## config.mk

```make
export PLATFORM = sky130hd
export DESIGN_NAME = encoder83_keyscan
export DESIGN_NICKNAME = d
export VERILOG_FILES = /design/src/rtl/encoder83_pkg.sv /design/src/rtl/encoder83_debounce.sv /design/src/rtl/encoder83_keyscan.sv
export SDC_FILE = /design/constraint.sdc
export NUM_CORES = 1
export LEC_CHECK = 0
export ABC_AREA = 0
export CELL_PAD_IN_SITES_DETAIL_PLACEMENT = 0
export CELL_PAD_IN_SITES_GLOBAL_PLACEMENT = 1
export CORE_ASPECT_RATIO = 0.6
export CORE_MARGIN = 2
export CORE_UTILIZATION = 43
export DETAILED_ROUTE_END_ITERATION = 7
export PLACE_DENSITY_LB_ADDON = 0.1
export SETUP_SLACK_MARGIN = 0.4
export SLEW_MARGIN = 20
export SYNTH_ARGS = -nofsm -noshare
export SYNTH_HDL_FRONTEND = slang
export SYNTH_SLANG_ARGS = --single-unit
```

## constraint.sdc

```tcl
create_clock -name i_clk -period 2.2 [get_ports i_clk]
set_input_delay 0.44 -clock i_clk [delete_from_list [all_inputs] [get_ports i_clk]]
set_output_delay 0.44 -clock i_clk [all_outputs]
set_load 0.05 [all_outputs]
```

## src/rtl/encoder83_pkg.sv

```systemverilog
// encoder83_pkg
//   Shared definitions for the 8-to-3 active-low key-scan encoder:
//   line count, code width, the "no line active" vector, the FSM state
//   type and the priority-encode helper.
//   Optional build macro used by this block: ENCODER83_SYNC_EN (see
//   encoder83_debounce).
package encoder83_pkg;

  localparam int             LINES_N  = 8;
  localparam int             SEL_W    = 3;
  localparam logic [7:0]     IDLE_VEC = 8'hFF;

  typedef enum logic [1:0] {
    IDLE     = 2'd0,
    VALID    = 2'd1,
    WAIT_REL = 2'd2
  } state_t;

  // Index of the highest-numbered zero bit; 0 when no bit is low.
  // Ascending scan so the last (highest) hit wins.
  function automatic logic [SEL_W-1:0] pri_code(input logic [LINES_N-1:0] vec_n);
    pri_code = '0;
    for (int i = 0; i < LINES_N; i++) begin
      if (!vec_n[i]) pri_code = SEL_W'(i);
    end
  endfunction

endpackage

```

## src/rtl/encoder83_debounce.sv

```systemverilog
// encoder83_debounce
//   Samples the active-low request lines and debounces them: the stable
//   vector only takes a new value after the sampled lines differ from it
//   and stay constant for DB_CYCLES consecutive cycles.
//   Build option: with ENCODER83_SYNC_EN defined a two-flop synchroniser
//   (reset to all-ones) sits ahead of the sample register, adding two
//   cycles of latency; otherwise i_y_n must already be synchronous.
// Ports
//   i_clk       in   1  system clock, rising edge
//   i_rst_n     in   1  asynchronous active-low reset
//   i_y_n       in   8  raw request lines, active low
//   o_stable_n  out  8  debounced request vector, active low
module encoder83_debounce
  import encoder83_pkg::*;
#(
  parameter int DB_CYCLES = 16
) (
  input  logic               i_clk,
  input  logic               i_rst_n,
  input  logic [LINES_N-1:0] i_y_n,
  output logic [LINES_N-1:0] o_stable_n
);

  localparam int               CNT_W    = $clog2(DB_CYCLES + 1);
  localparam logic [CNT_W-1:0] CNT_LAST = CNT_W'(DB_CYCLES - 1);

  logic [LINES_N-1:0] raw_p0;
  logic [LINES_N-1:0] sample_p1;
  logic [LINES_N-1:0] stable_p2;
  logic [CNT_W-1:0]   cnt;

`ifdef ENCODER83_SYNC_EN
  logic [LINES_N-1:0] sync_a;
  logic [LINES_N-1:0] sync_b;

  // Stage: two-flop synchroniser for asynchronous key lines
  always_ff @(posedge i_clk or negedge i_rst_n) begin
    if (!i_rst_n) begin
      sync_a <= IDLE_VEC;
      sync_b <= IDLE_VEC;
    end else begin
      sync_a <= i_y_n;
      sync_b <= sync_a;
    end
  end

  assign raw_p0 = sync_b;
`else
  assign raw_p0 = i_y_n;
`endif

  // Stage: sample register and debounce counter / stable vector.
  // "Held constant" means the value arriving at the sample register
  // matches the one already in it, so the count starts on the first
  // cycle the new value sits in the sample register.
  always_ff @(posedge i_clk or negedge i_rst_n) begin
    if (!i_rst_n) begin
      sample_p1 <= IDLE_VEC;
      stable_p2 <= IDLE_VEC;
      cnt       <= '0;
    end else begin
      sample_p1 <= raw_p0;
      if ((sample_p1 == stable_p2) || (raw_p0 != sample_p1)) begin
        cnt <= '0;
      end else if (cnt == CNT_LAST) begin
        stable_p2 <= sample_p1;
        cnt       <= '0;
      end else begin
        cnt <= cnt + 1'b1;
      end
    end
  end

  assign o_stable_n = stable_p2;

endmodule

```

## src/rtl/encoder83_keyscan.sv

```systemverilog
// encoder83_keyscan
//   Debounces 8 active-low request lines and priority-encodes them to a
//   3-bit index (bit 7 highest priority), emitting exactly one
//   valid/ready event per press. Further presses are ignored until all
//   lines are released.
//   Build option: ENCODER83_SYNC_EN adds an input synchroniser (+2 cycles
//   latency) inside encoder83_debounce.
// Parameters
//   DB_CYCLES  consecutive identical samples needed to accept a change (>=1)
// Ports
//   i_clk     in   1  system clock, rising edge
//   i_rst_n   in   1  asynchronous active-low reset
//   i_y_n     in   8  request lines, active low; 8'hFF = none active
//   i_ready   in   1  consumer accepts the event when high with o_valid
//   o_sel     out  3  index of highest-priority active line at capture
//   o_valid   out  1  event pending, held until accepted
//   o_active  out  1  debounced vector has at least one line active
module encoder83_keyscan
  import encoder83_pkg::*;
#(
  parameter int DB_CYCLES = 16
) (
  input  logic               i_clk,
  input  logic               i_rst_n,
  input  logic [LINES_N-1:0] i_y_n,
  input  logic               i_ready,
  output logic [SEL_W-1:0]   o_sel,
  output logic               o_valid,
  output logic               o_active
);

  logic [LINES_N-1:0] stable_n;
  logic               pressed;
  state_t             state;
  state_t             state_nx;
  logic [SEL_W-1:0]   sel_nx;
  logic               valid_nx;

  encoder83_debounce #(
    .DB_CYCLES (DB_CYCLES)
  ) u_debounce (
    .i_clk      (i_clk),
    .i_rst_n    (i_rst_n),
    .i_y_n      (i_y_n),
    .o_stable_n (stable_n)
  );

  assign pressed  = (stable_n != IDLE_VEC);
  // Driven straight from the stable register, so it moves on the same
  // edge as the debounced vector.
  assign o_active = pressed;

  // Stage: event FSM and output registers
  always_ff @(posedge i_clk or negedge i_rst_n) begin
    if (!i_rst_n) begin
      state   <= IDLE;
      o_sel   <= '0;
      o_valid <= 1'b0;
    end else begin
      state   <= state_nx;
      o_sel   <= sel_nx;
      o_valid <= valid_nx;
    end
  end

  always_comb begin
    state_nx = state;
    sel_nx   = o_sel;
    valid_nx = o_valid;
    case (state)
      IDLE: begin
        if (pressed) begin
          sel_nx   = pri_code(stable_n);
          valid_nx = 1'b1;
          state_nx = VALID;
        end
      end
      VALID: begin
        // o_sel is frozen here regardless of what the lines do.
        if (o_valid && i_ready) begin
          valid_nx = 1'b0;
          state_nx = WAIT_REL;
        end
      end
      WAIT_REL: begin
        if (!pressed) state_nx = IDLE;
      end
      default: begin
        valid_nx = 1'b0;
        state_nx = IDLE;
      end
    endcase
  end

endmodule

```

==> impl_metrics.json, run 1 <==
{
  "tightest_slew_ns": 0.499,
  "yosysSeqAreaShare_pct": 57.5,
  "synth-seq-cells": 27,
  "layout_common_cells": "16 x buf_4, 16 x dfstp_2, 11 x dfrtp_1",
  "ant_nets": 0,
  "status": "completed",
  "cp_common_cell": "buf_4",
  "start_util_pct": 46.7,
  "synth_area_um2": 1210,
  "final_util_pct": 62.8,
  "num-nets-final": 145,
  "die_w_um": 72.5,
  "critPathMaxStageDelay_ns": 0.56,
  "clockBufferDepth": 2,
  "syn_area_per_cell_um2": 12.5,
  "finalSetupViolations": 0,
  "cp.depth": 6,
  "grt_pass1_vias": 834,
  "critical_path_class": "flip-flop to flip-flop",
  "ioPinCount": 16,
  "hpwl_um": 1650,
  "post-route-min-period_ns": 1.91,
  "crit_chain": "xor2_1 -> nor4_2 -> buf_4 -> a2111oi_4 -> buf_4 -> mux2_4",
  "hp-class": "primary input to flip-flop",
  "rows": 14,
  "grt_max_degree": 28,
  "drive_gt1_share_pct": 43.2,
  "syn_nets": 109,
  "die_h_um": 45.1,
  "ir_worst_vdd_uv": 335,
  "postCtsHoldBufs": 0,
  "cp_top_family": "flip-flops",
  "grt_use_total_pct": 16.7,
  "syn_to_final_growth_pct": 34.6,
  "multiInputGateArea_um2": 583,
  "core_um2": 2590,
  "n_fill_cell": 217,
  "powerDensity_nw_per_um2": 728,
  "maxCapViolCount": 0,
  "grt-ovfl-total": 0,
  "max_slew_margin_pct": 66.4,
  "critPathMaxFanout": 4,
  "synth_cells": 97,
  "root_buffer": "clkbuf_8",
  "io_buffers": 15,
  "synth_warnings": 0,
  "vias_per_cell": 5.10,
  "wirelength_um": 2350,
  "hold_violations": 0,
  "leakage_nw": 0.670,
  "drc_errors": 0,
  "cts_tree": "done",
  "end_kind": "flip-flop",
  "grt_pass1_wl_um": 4020,
  "drtPass1Iterations": 4,
  "rsz0062_at_grt": "yes",
  "gp_congestion": 0.776,
  "min_period_over_period_pct": 86.8,
  "arrival_ns": 2.11,
  "min_path_cells": 1,
  "crit_required_ns": 2.40,
  "clkSinkCount": 27,
  "cts.htree.levels": 1,
  "drtIter0Drc": 43,
  "slowest_stage": "dfstp_2",
  "finalPower_mw": 1.19,
  "critPathBufInv": 2,
  "dieArea_um2": 3270,
  "antenna_found_initial": 0,
  "regArea_um2": 696,
  "synthDistinctLibCells": 26,
  "vias": 837,
  "num_antenna_cells": 0,
  "maxSlewViolCount": 0,
  "worstSetupStartpointType": "flip-flop",
  "numCtsBuffers": 3,
  "clk_pin_slew_ns": 0.09,
  "reg2regPathDepth": 6,
  "fmax_mhz": 523,
  "insertion_delay_ns": 0.27,
  "skew_ns": 0.00991,
  "wl_per_cell_um": 14.3
}
## cell families after synthesis
family / after synthesis / share of synthesized area (%)
compound gates: 12 / 8.27
mux: 8 / 7.45
simple gates: 30 / 12.4
flops: 27 / 57.5
buf+inv: 1 / 0.310
xor+xnor: 18 / 13.0
fa+ha+maj: 1 / 1.03
## sequential cells by signal, indices dropped and copies added, names as in the netlist
register / count
u_debounce.o_stable_n: 8
u_debounce.sample_p1: 8
u_debounce.cnt: 5
o_sel: 3
state: 2
o_valid: 1
## timing repair
action | 4_1_cts | 5_1_grt
pin swaps | 9 | 4
endpoints found under the setup margin | 13 | 12
buffers inserted | 9 | 3
gates resized for setup | 18 | 6
## per-stage QoR
stage | setup slack [ns] | hold WS, ns | std cells | instance area (um2) | TNS [ns]
2_1_floorplan | 0.375 | 0.144 | 97 | 1210 | 0
3_3_place_gp | -0.0549 | 0.462 | 148 | 1430 | -0.413
3_5_place_dp | -0.126 | 0.470 | 148 | 1430 | -0.965
4_1_cts | 0.314 | 0.419 | 161 | 1570 | 0
5_1_grt | 0.231 | 0.417 | 164 | 1630 | 0
6_report | 0.290 | 0.421 | 164 | 1630 | 0
## synth_stat cells
library cell / n / share of area (%)
o22ai_1: 1 / 0.52
nor4_1: 2 / 1.0
dfrtp_1: 11 / 23
nand2_1: 10 / 3.1
inv_1: 1 / 0.31
xnor2_1: 9 / 6.5
a41oi_1: 1 / 0.72
o21ai_0: 4 / 1.7
nor2_1: 4 / 1.2
a2111oi_4: 1 / 2.3
nand3_1: 2 / 0.83
a21boi_0: 1 / 0.62
dfstp_2: 16 / 35
a211o_2: 1 / 0.83
ha_1: 1 / 1.0
nand4_1: 4 / 2.1
a21oi_1: 1 / 0.41
nor3_1: 2 / 0.83
nor3b_1: 1 / 0.62
mux2_2: 8 / 7.4
a22o_1: 1 / 0.72
or2b_1: 1 / 0.62
nand2b_1: 2 / 1.0
or2_2: 2 / 1.0
xor2_1: 9 / 6.5
a31oi_1: 1 / 0.52
## cell type report
class	instances	share of cell area, %
multi-input cells	69	35.8
clock buffers	4	2.76
repair buffers	31	16.1
well taps	32	2.46
flip-flops and latches	27	42.7
inverters	1	0.230
## routing by layer
metal / part of all wire [%] / up-vias / GRT usage (%)
met1: 51 / 406 / 24.5
met2: 44 / 18 / 25.3
met4: 0.81 / 0 / 3.33
met3: 4.5 / 4 / 4.69
met5: 0 / - / 0
li1: - / 409 / -
## worst paths after layout
check                                    startpoint                  endpoint  slack (ns)
min in group asynchronous                   i_rst_n                  o_sel[0]        0.52
min reg2reg                                o_sel[1]                  o_sel[1]        0.48
min                                        i_y_n[0]   u_debounce.sample_p1[0]        0.42
max reg2reg                u_debounce.o_stable_n[0]  u_debounce.o_stable_n[3]        0.29
max in group asynchronous                   i_rst_n  u_debounce.o_stable_n[5]        1.38
max                        u_debounce.o_stable_n[0]  u_debounce.o_stable_n[3]        0.29
## power by group
part           total, mW  switching [mW]  internal [mW]
combinational      0.312           0.204          0.108
sequential         0.599          0.0402          0.559
clock              0.274           0.145          0.130
Note: power is estimated with default switching activity, not from simulation.
==> inputs of run 2 (changes only) <==
GPL_TIMING_DRIVEN = 0   (was unset)
==> run 2 against run 1 <==
Net effect:
- core utilization up 1.1 points
- combinational power about the same
- die area unchanged
- via count down 0.60%
- critical endpoint is now o_active
==> impl_metrics.json, run 2 (synthesis gave the netlist of run 1 again) <==
{
  "status": "completed",
  "crit_chain": "nand4_1 -> or2_4 -> buf_6",
  "clockBufferDepth": 2,
  "ioPinCount": 16,
  "hold_violations": 0,
  "finalSetupViolations": 0,
  "critPathBufInv": 1,
  "cts_tree": "done",
  "vias_per_cell": 5.04,
  "grt_pass1_vias": 824,
  "cts.htree.levels": 1,
  "rsz0062_at_grt": "yes",
  "end_kind": "output port",
  "critPathMaxStageDelay_ns": 0.57,
  "min_period_over_period_pct": 84.0,
  "critical_path_class": "flip-flop to output port",
  "cp_top_family": "flip-flops",
  "layout_common_cells": "16 x dfstp_2, 15 x buf_4, 11 x dfrtp_1",
  "ant_nets": 0,
  "leakage_nw": 0.685,
  "max_slew_margin_pct": 60.1,
  "vias": 832,
  "wl_per_cell_um": 14.8,
  "root_buffer": "clkbuf_8",
  "insertion_delay_ns": 0.27,
  "grt-ovfl-total": 0,
  "drc_errors": 0,
  "setup_tns_ns": 0,
  "grt_max_degree": 28,
  "antenna_found_initial": 0,
  "start_util_pct": 46.7,
  "grt_pass1_wl_um": 4250,
  "hpwl_um": 1540,
  "routed.top_layer": "met4",
  "hp-class": "primary input to asynchronous set/reset pin",
  "io_buffers": 15,
  "syn_to_final_growth_pct": 36.9,
  "gp_congestion": 0.734,
  "wirelength_um": 2440,
  "maxSlewViolCount": 0,
  "powerDensity_nw_per_um2": 721,
  "wl_met1_um": 1320,
  "die_w_um": 72.5,
  "critPathMaxFanout": 4,
  "drtPass1Iterations": 4,
  "numCtsBuffers": 3,
  "dieArea_um2": 3270,
  "rows": 14,
  "crit_required_ns": 1.76,
  "maxCapViolCount": 0,
  "grt_use_total_pct": 17.8,
  "clk_pin_slew_ns": 0.09,
  "skew_ns": 0.00493,
  "tightest_slew_ns": 0.598,
  "final_common_cell": "dfstp_2",
  "num-nets-final": 146,
  "dp.cells": 144,
  "core_um2": 2590,
  "drtIter0Drc": 64,
  "arrival_ns": 1.41,
  "fin_cells": 165,
  "fmax_mhz": 541,
  "slowest_stage": "dfstp_2",
  "routed-wl-met3_um": 114,
  "drive_gt1_share_pct": 44.4,
  "post-route-min-period_ns": 1.85,
  "route.met2.wl_um": 979,
  "postCtsHoldBufs": 0,
  "clkSinkCount": 27,
  "worstSetupStartpointType": "flip-flop",
  "num_antenna_cells": 0,
  "ir_worst_vdd_uv": 375,
  "die_h_um": 45.1
}
-- run 2: changes by cell type in the layout (fill, tap and decap cells not counted), sizes merged --
| cell | delta |
|---|---|
| buf | +2 |
| clkdlybuf4s50 | -1 |
-- run 2: metal layers --
metal | global-route usage, % | vias up
met5 | 0 | -
met4 | 3.33 | 0
met3 | 5.58 | 2
met2 | 22.4 | 19
met1 | 29.2 | 404
li1 | - | 407
-- run 2: where the power goes --
group | switching (mW) | internal (mW) | total [mW]
Clock | 0.150 | 0.130 | 0.279
Combinational | 0.204 | 0.108 | 0.312
Sequential | 0.0431 | 0.559 | 0.602
Total | 0.397 | 0.797 | 1.19
-- run 2: what timing repair did --
action | CTS | global route
endpoints found under the setup margin | 13 | 10
pin swaps | 5 | 5
buffers inserted | 13 | 4
resized for setup | 30 | 6
-- run 2: final cells by class --
class / instances / area (um2)
well taps: 32 / 40.0
multi-input cells: 69 / 601
fillers: 200 / 936
inverters: 1 / 3.75
flip-flops and latches: 27 / 696
repair buffers: 32 / 272
clock buffers: 4 / 45.0
-- run 2: through the flow --
step / power, mW / worst slack (ns) / cell area (um2) / hold WS [ns] / utilization, %
global placement: 0.932 / -0.224 / 1400 / 0.461 / 54.0
CTS: 1.20 / 0.324 / 1590 / 0.184 / 61.3
global route: 1.27 / 0.265 / 1660 / 0.200 / 63.9
floorplan: 0.817 / 0.375 / 1210 / 0.144 / -
detailed placement: 0.937 / -0.278 / 1400 / 0.464 / 53.8
finish: 1.19 / 0.352 / 1660 / 0.163 / 63.9
-- run 2: path summary, 6_finish.rpt --
kind / startpoint / endpoint / slack, ns / depth (start not counted)
max: u_debounce.o_stable_n[5] / o_active / 0.35 / 3
min: i_rst_n / u_debounce.cnt[3] / 0.16 / 1
max reg2reg: u_debounce.sample_p1[1] / u_debounce.o_stable_n[3] / 0.36 / 5
min reg2reg: o_sel[1] / o_sel[1] / 0.48 / 2
max in group asynchronous: i_rst_n / state[1] / 1.64 / 1
min in group i_clk: i_y_n[1] / u_debounce.sample_p1[1] / 0.42 / 1
==> RTL change 1: new RTL, flow settings as in run 2 <==
`SEL_W`: 3 -> 5.
--- a/src/rtl/encoder83_pkg.sv
+++ b/src/rtl/encoder83_pkg.sv
@@ -8,5 +8,5 @@
 
   localparam int             LINES_N  = 8;
-  localparam int             SEL_W    = 3;
+  localparam int             SEL_W    = 5;
   localparam logic [7:0]     IDLE_VEC = 8'hFF;
 
Ports: changed (resized o_sel); port bits go from 16 to 18. The function was not compared with the original's and may differ.
==> RTL change 1 against run 2 <==
  * Synthesized area is 1.8% higher
  * Sequential share of layout area increased by 2.3 points
  * Core utilization fell by 3.7 points
  * Cell count decreased by 4.8%
  * Via count fell by 5.3%
  * Register-to-register slack worse by 0.05 ns
  * Total power decreased by 15%
  * Cell area fell by 5.1%
  * Synthesized cell count grew 1.0%
  * Routed wire length shrank 10%
  * Sequential cell count is the same
  * Die area increased by 1.6%
  * Setup slack lost 0.044 ns
  * Highest routed layer unchanged
==> RTL change 1: results (changes against run 2) <==
stage;metric;value;unit;change
pwr;clock power share;26.7;%;+3.3 points
setup_path;RR Endpoint;u_debounce.o_stable_n[6];;
setup_path;reg2reg path depth;5;;unchanged
setup_path;critical path arrival;2.09;ns;+0.68 ns
pwr;Leakage;0.000635;uW;-7.3%
synthesis;synth cell count leaders;dfstp_2, dfrtp_1, mux2_2, xnor2_1, xor2_1;;
setup_path;slowest stage delay, CP;0.57;ns;about the same
routing;wire per inst;14.0;um;-5.5%
pwr;Max VDD drop;0.413;mV;+10%
cts;CTS clock-pin slew for the worst setup and hold paths;0.08;ns;
setup_path;crit-path leading delay family;flip-flops;;
placed_design;HPWL after DPL;1.58;mm;+2.8%
routing;Iter 0 DRT Violations;28;;-56%
synthesis;sequential area share after synthesis;56.5;%;-0.99 points
pwr;power per cell area;646;nW/um^2;-10%
final_layout;fin nets;138;;-5.5%
synthesis;synth top area cells;dfstp_2, dfrtp_1, mux2_2, xnor2_1, xor2_1;;
setup_path;flop2flop setup slack;0.31;ns;-0.05 ns
global_route;global-route usage over all layers;15.5;%;-2.3 points
setup_path;reg2reg start;u_debounce.sample_p1[1];;
setup_path;CP Max Fanout;8;;+4
outcome;run status;finished clean;;
placed_design;placer congestion estimate;0.696;;-5.2%
placed_design;# placed instances;146;;+1.4%
sta;Fmax;0.528;GHz;-2.3%
cts;post_cts resized;29;;-3.3%
routing;drt via density;5.02;;-0.46%
global_route;first-pass GRT wire length;3.76;mm;-12%
global_route;initial antenna violation count;0;;unchanged
placed_design;Post-DP Area;1420;sq um;+1.8%
cts;total CTS buffers;3;;unchanged
synthesis;YS warnings;0;;unchanged
min_path;hold crit path type;in -> async;;
synthesis;Synth cell types;28;;+7.7%
cts;Clk Latency, worst-skew pair;0.26;ns;
pwr;Sw Ratio;27.9;%;-5.4 points
global_route;vias in the first global route;772;;-6.3%
placed_design;port bufs;15;;unchanged
sta;Clock Skew;0.00192;ns;-0.00301 ns
cts;Post-CTS Setup Bufs;5;;-8
routing;first-pass detailed-route iteration total;4;;unchanged
cts;Max clock buf depth;2;;unchanged
sta;worst-margin pin slew;0.572;ns;-0.0266 ns
cts;H-tree depth;1;;unchanged
pwr;sequential group power;571;uW;-5.1%
synthesis;FFs w/ async S/R, synth;100;%;unchanged
synthesis;Post-synth EDFFs;0;;unchanged
cts;root buffer cell;clkbuf_8;;
routing;detailed-route via count;788;;-5.3%
setup_path;CP max stage cell;dfstp_2;;
global_route;largest net degree at the start of global routing;28;;unchanged
final_layout;ANT cells;0;;unchanged
final_layout;share of cells above drive strength 1;38.4;%;-6.0 points
placed_design;dpl ws;-0.286;ns;-0.00756 ns
synthesis;syn_area_per_cell;12.6;sq um;+0.72%
RTL change 1: layer usage:
layer | global-route usage (%) | wire (um)
met1 | 22.5 | 1170
met2 | 22.9 | 916
met3 | 5.53 | 97
met4 | 2.22 | 8
met5 | 0 | 0
RTL change 1: final cells by class:
| cell class | count | area (sq um) |
|---|---|---|
| buffer | 2 | 15.0 |
| clock buffer | 4 | 45.0 |
| fill | 228 | 1040 |
| inverter | 3 | 11.3 |
| multi-input combinational | 67 | 572 |
| sequential | 27 | 696 |
| tap | 32 | 40.0 |
| timing repair buffer | 22 | 193 |
RTL change 1: how the worst max path moves through the flow:
stage / to / startpoint
after detailed placement: u_debounce.o_stable_n[7] / i_y_n[7]
final: u_debounce.o_stable_n[6] / u_debounce.sample_p1[1]
after global routing: u_debounce.o_stable_n[6] / u_debounce.o_stable_n[2]
after global placement: u_debounce.o_stable_n[7] / i_y_n[2]
after floorplan: u_debounce.o_stable_n[0] / u_debounce.sample_p1[7]
after CTS: o_active / u_debounce.o_stable_n[4]
RTL change 1: through the flow:
| stage | hold slack (ns) | utilization, % | setup TNS, ns |
|---|---|---|---|
| 6_report | 0.160 | 60.2 | 0 |
| 5_1_grt | 0.197 | 60.2 | 0 |
| 4_1_cts | 0.178 | 59.3 | 0 |
| 3_5_place_dp | 0.458 | 54.4 | -2.21 |
| 3_3_place_gp | 0.443 | 54.6 | -1.89 |
| 2_1_floorplan | 0.144 | - | 0 |
RTL change 1: kinds of logic (layout without fill, tap and decap cells):
kind of cell	after synthesis	in the layout	synth area share [%]
fa+ha+maj	1	1	1.02
flops	27	27	56.5
other cells	1	2	0.305
buf+inv	5	31	2.13
xor+xnor	18	18	12.8
simple gates	26	26	10.9
mux	9	9	8.23
compound gates	11	11	8.13
==> RTL change 2: new RTL, settings of run 2 <==
Made on the original files. The 3 states of `state_t` get a one-hot encoding in 3 bits.
--- a/src/rtl/encoder83_pkg.sv
+++ b/src/rtl/encoder83_pkg.sv
@@ -11,8 +11,8 @@
   localparam logic [7:0]     IDLE_VEC = 8'hFF;
 
-  typedef enum logic [1:0] {
-    IDLE     = 2'd0,
-    VALID    = 2'd1,
-    WAIT_REL = 2'd2
+  typedef enum logic [2:0] {
+    IDLE     = 3'b001,
+    VALID    = 3'b010,
+    WAIT_REL = 3'b100
   } state_t;
 
Check against the original RTL: same outputs for any inputs over 10 cycles, from zero or initial values and one cycle with i_rst_n low; not proved beyond that.
==> RTL change 2 against run 2 <==
  * Cell area grew 1.4%
  * Sequential cell count grew 1
  * Setup slack lost 0.044 ns
  * Count of clock-buffer cells in the layout is the same
  * Die area grew 6.2%
  * Core utilization shrank 5.4 points
  * Hold slack gained 0.0019 ns
  * Total power grew 11%
  * Largest cell class unchanged
  * Largest power group unchanged
  * Cell count grew 4.2%
  * Routed wire length grew 5.0%
  * Global-route usage shrank 0.54 points
  * Synthesized area grew 6.7%
  * Critical path depth grew 2
==> RTL change 2: results (changes against run 2) <==
stage;metric;value;unit;change
pwr;Top pwr grp;registers;;
pwr;Pint;888;uW;+11%
setup_path;reg2reg start;u_debounce.sample_p1[3];;
setup_path;CP max stage cell;dfstp_2;;
sta;setup ws final;0.308;ns;-0.0439 ns
placed_design;Post-DP Area;1490;sq um;+6.7%
final_layout;share of cells above drive strength 1;40.0;%;-4.4 points
sta;Clock Skew;0.00426;ns;-0.000667 ns
synthesis;syn_nets;117;;+7.3%
pwr;sequential group power;648;uW;+7.6%
setup_path;CP Capture Point;u_debounce.o_stable_n[2];;
synthesis;synth top area cells;dfstp_2, dfrtp_1, mux2_2, xnor2_1, xor2_1;;
sta;worst-margin pin slew;0.605;ns;+0.00678 ns
synthesis;sequential area share after synthesis;55.9;%;-1.6 points
routing;detailed-route via count;888;;+6.7%
final_layout;FF+latch area;722;sq um;+3.8%
final_layout;fin nets;143;;-2.1%
global_route;largest net degree at the start of global routing;29;;+3.6%
synthesis;proportion of synthesized area in mux cells;6.98;%;-0.47 points
global_route;first-pass GRT wire length;4.30;mm;+1.1%
synthesis;post-synthesis adder-cell area fraction;0.969;%;-0.065 points
routing;Iter 0 DRT Violations;75;;+17%
synthesis;Synth cell types;30;;+15%
min_path;hold crit path type;in -> async;;
placed_design;# placed instances;162;;+13%
pwr;Comb power frac;27.7;%;+1.5 points
setup_path;critical path arrival;2.09;ns;+0.68 ns
pwr;Leakage;0.000702;uW;+2.5%
setup_path;reg2reg path depth;5;;unchanged
synthesis;Compound-Gate Fraction of Synth Area;11.0;%;+2.8 points
synthesis;synth cell count leaders;dfstp_2, dfrtp_1, xnor2_1, xor2_1, mux2_2;;
global_route;global-route usage over all layers;17.2;%;-0.54 points
final_layout;Filler cells;241;;+21%
synthesis;XOR/XNOR Fraction of Synth Area;12.2;%;-0.82 points
pwr;Max VDD drop;0.515;mV;+37%
setup_path;slowest stage delay, CP;0.60;ns;+0.03 ns
synthesis;main combinational cell family by area after synthesis;simple AND/OR/NAND/NOR gates;;
placed_design;placer congestion estimate;0.706;;-3.8%
routing;drt via density;5.16;;+2.4%
routing;wire per inst;14.9;um;+0.68%
synthesis;syn_area_per_cell;12.3;sq um;-1.4%
placed_design;dpl ws;-0.283;ns;-0.00445 ns
outcome;run status;finished clean;;
placed_design;HPWL after DPL;1.77;mm;+15%
placed_design;port bufs;15;;unchanged
pwr;power per cell area;788;nW/um^2;+9.3%
==> RTL change 2: cell count changes in the layout (fill, tap and decap cells not counted), sizes merged, moves of 2 or more <==
cell / run 2 / this run
a21oi: 1 / 4
buf: 19 / 8
clkdlybuf4s50: 5 / 1
dlymetal6s2s: 0 / 4
nand2: 10 / 7
nand2b: 2 / 0
==> RTL change 2: how the worst min path moves through the flow <==
| stage | startpoint | to | slack (ns) | cells after the start |
|---|---|---|---|---|
| after floorplan | i_rst_n | o_sel[0] | 0.14 | 0 |
| after global placement | o_sel[1] | o_sel[1] | 0.46 | 2 |
| after detailed placement | u_debounce.cnt[0] | u_debounce.cnt[0] | 0.47 | 1 |
| after CTS | i_rst_n | u_debounce.cnt[3] | 0.19 | 1 |
| after global routing | i_rst_n | u_debounce.cnt[2] | 0.20 | 1 |
| final | i_rst_n | u_debounce.cnt[2] | 0.16 | 1 |
==> RTL change 2: what timing repair did <==
| item | CTS | global route |
|---|---|---|
| pin swaps | 6 | 3 |
| endpoints found under the setup margin | 13 | 12 |
| resized for setup | 27 | 11 |
| setup buffers | 5 | 1 |
==> RTL change 2: final cells by class <==
class	instances	area share (%)
Sequential cell	28	43.0
Multi-Input combinational cell	75	38.8
Timing Repair Buffer	21	11.4
Clock buffer	4	3.28
Tap cell	42	3.13
Inverter	2	0.447
==> RTL change 2: worst reg2reg max path, delay by kind of cell (launching register included) <==
kind                   cells  cell delay [ns]
multiplexers               1             0.31
flip-flops                 1             0.60
AND/OR/NAND/NOR            1             0.19
XOR/XNOR                   1             0.13
buffers and inverters      1             0.22
AO/OA/AOI/OAI              1             0.38
==> RTL change 2: routing by layer <==
layer	share of wire [%]	GRT usage (%)	vias to the layer above
li1	-	-	425
met1	52	25.9	445
met2	44	24.6	16
met3	3.7	3.94	2
met4	0.82	5.36	0
met5	0	0	-
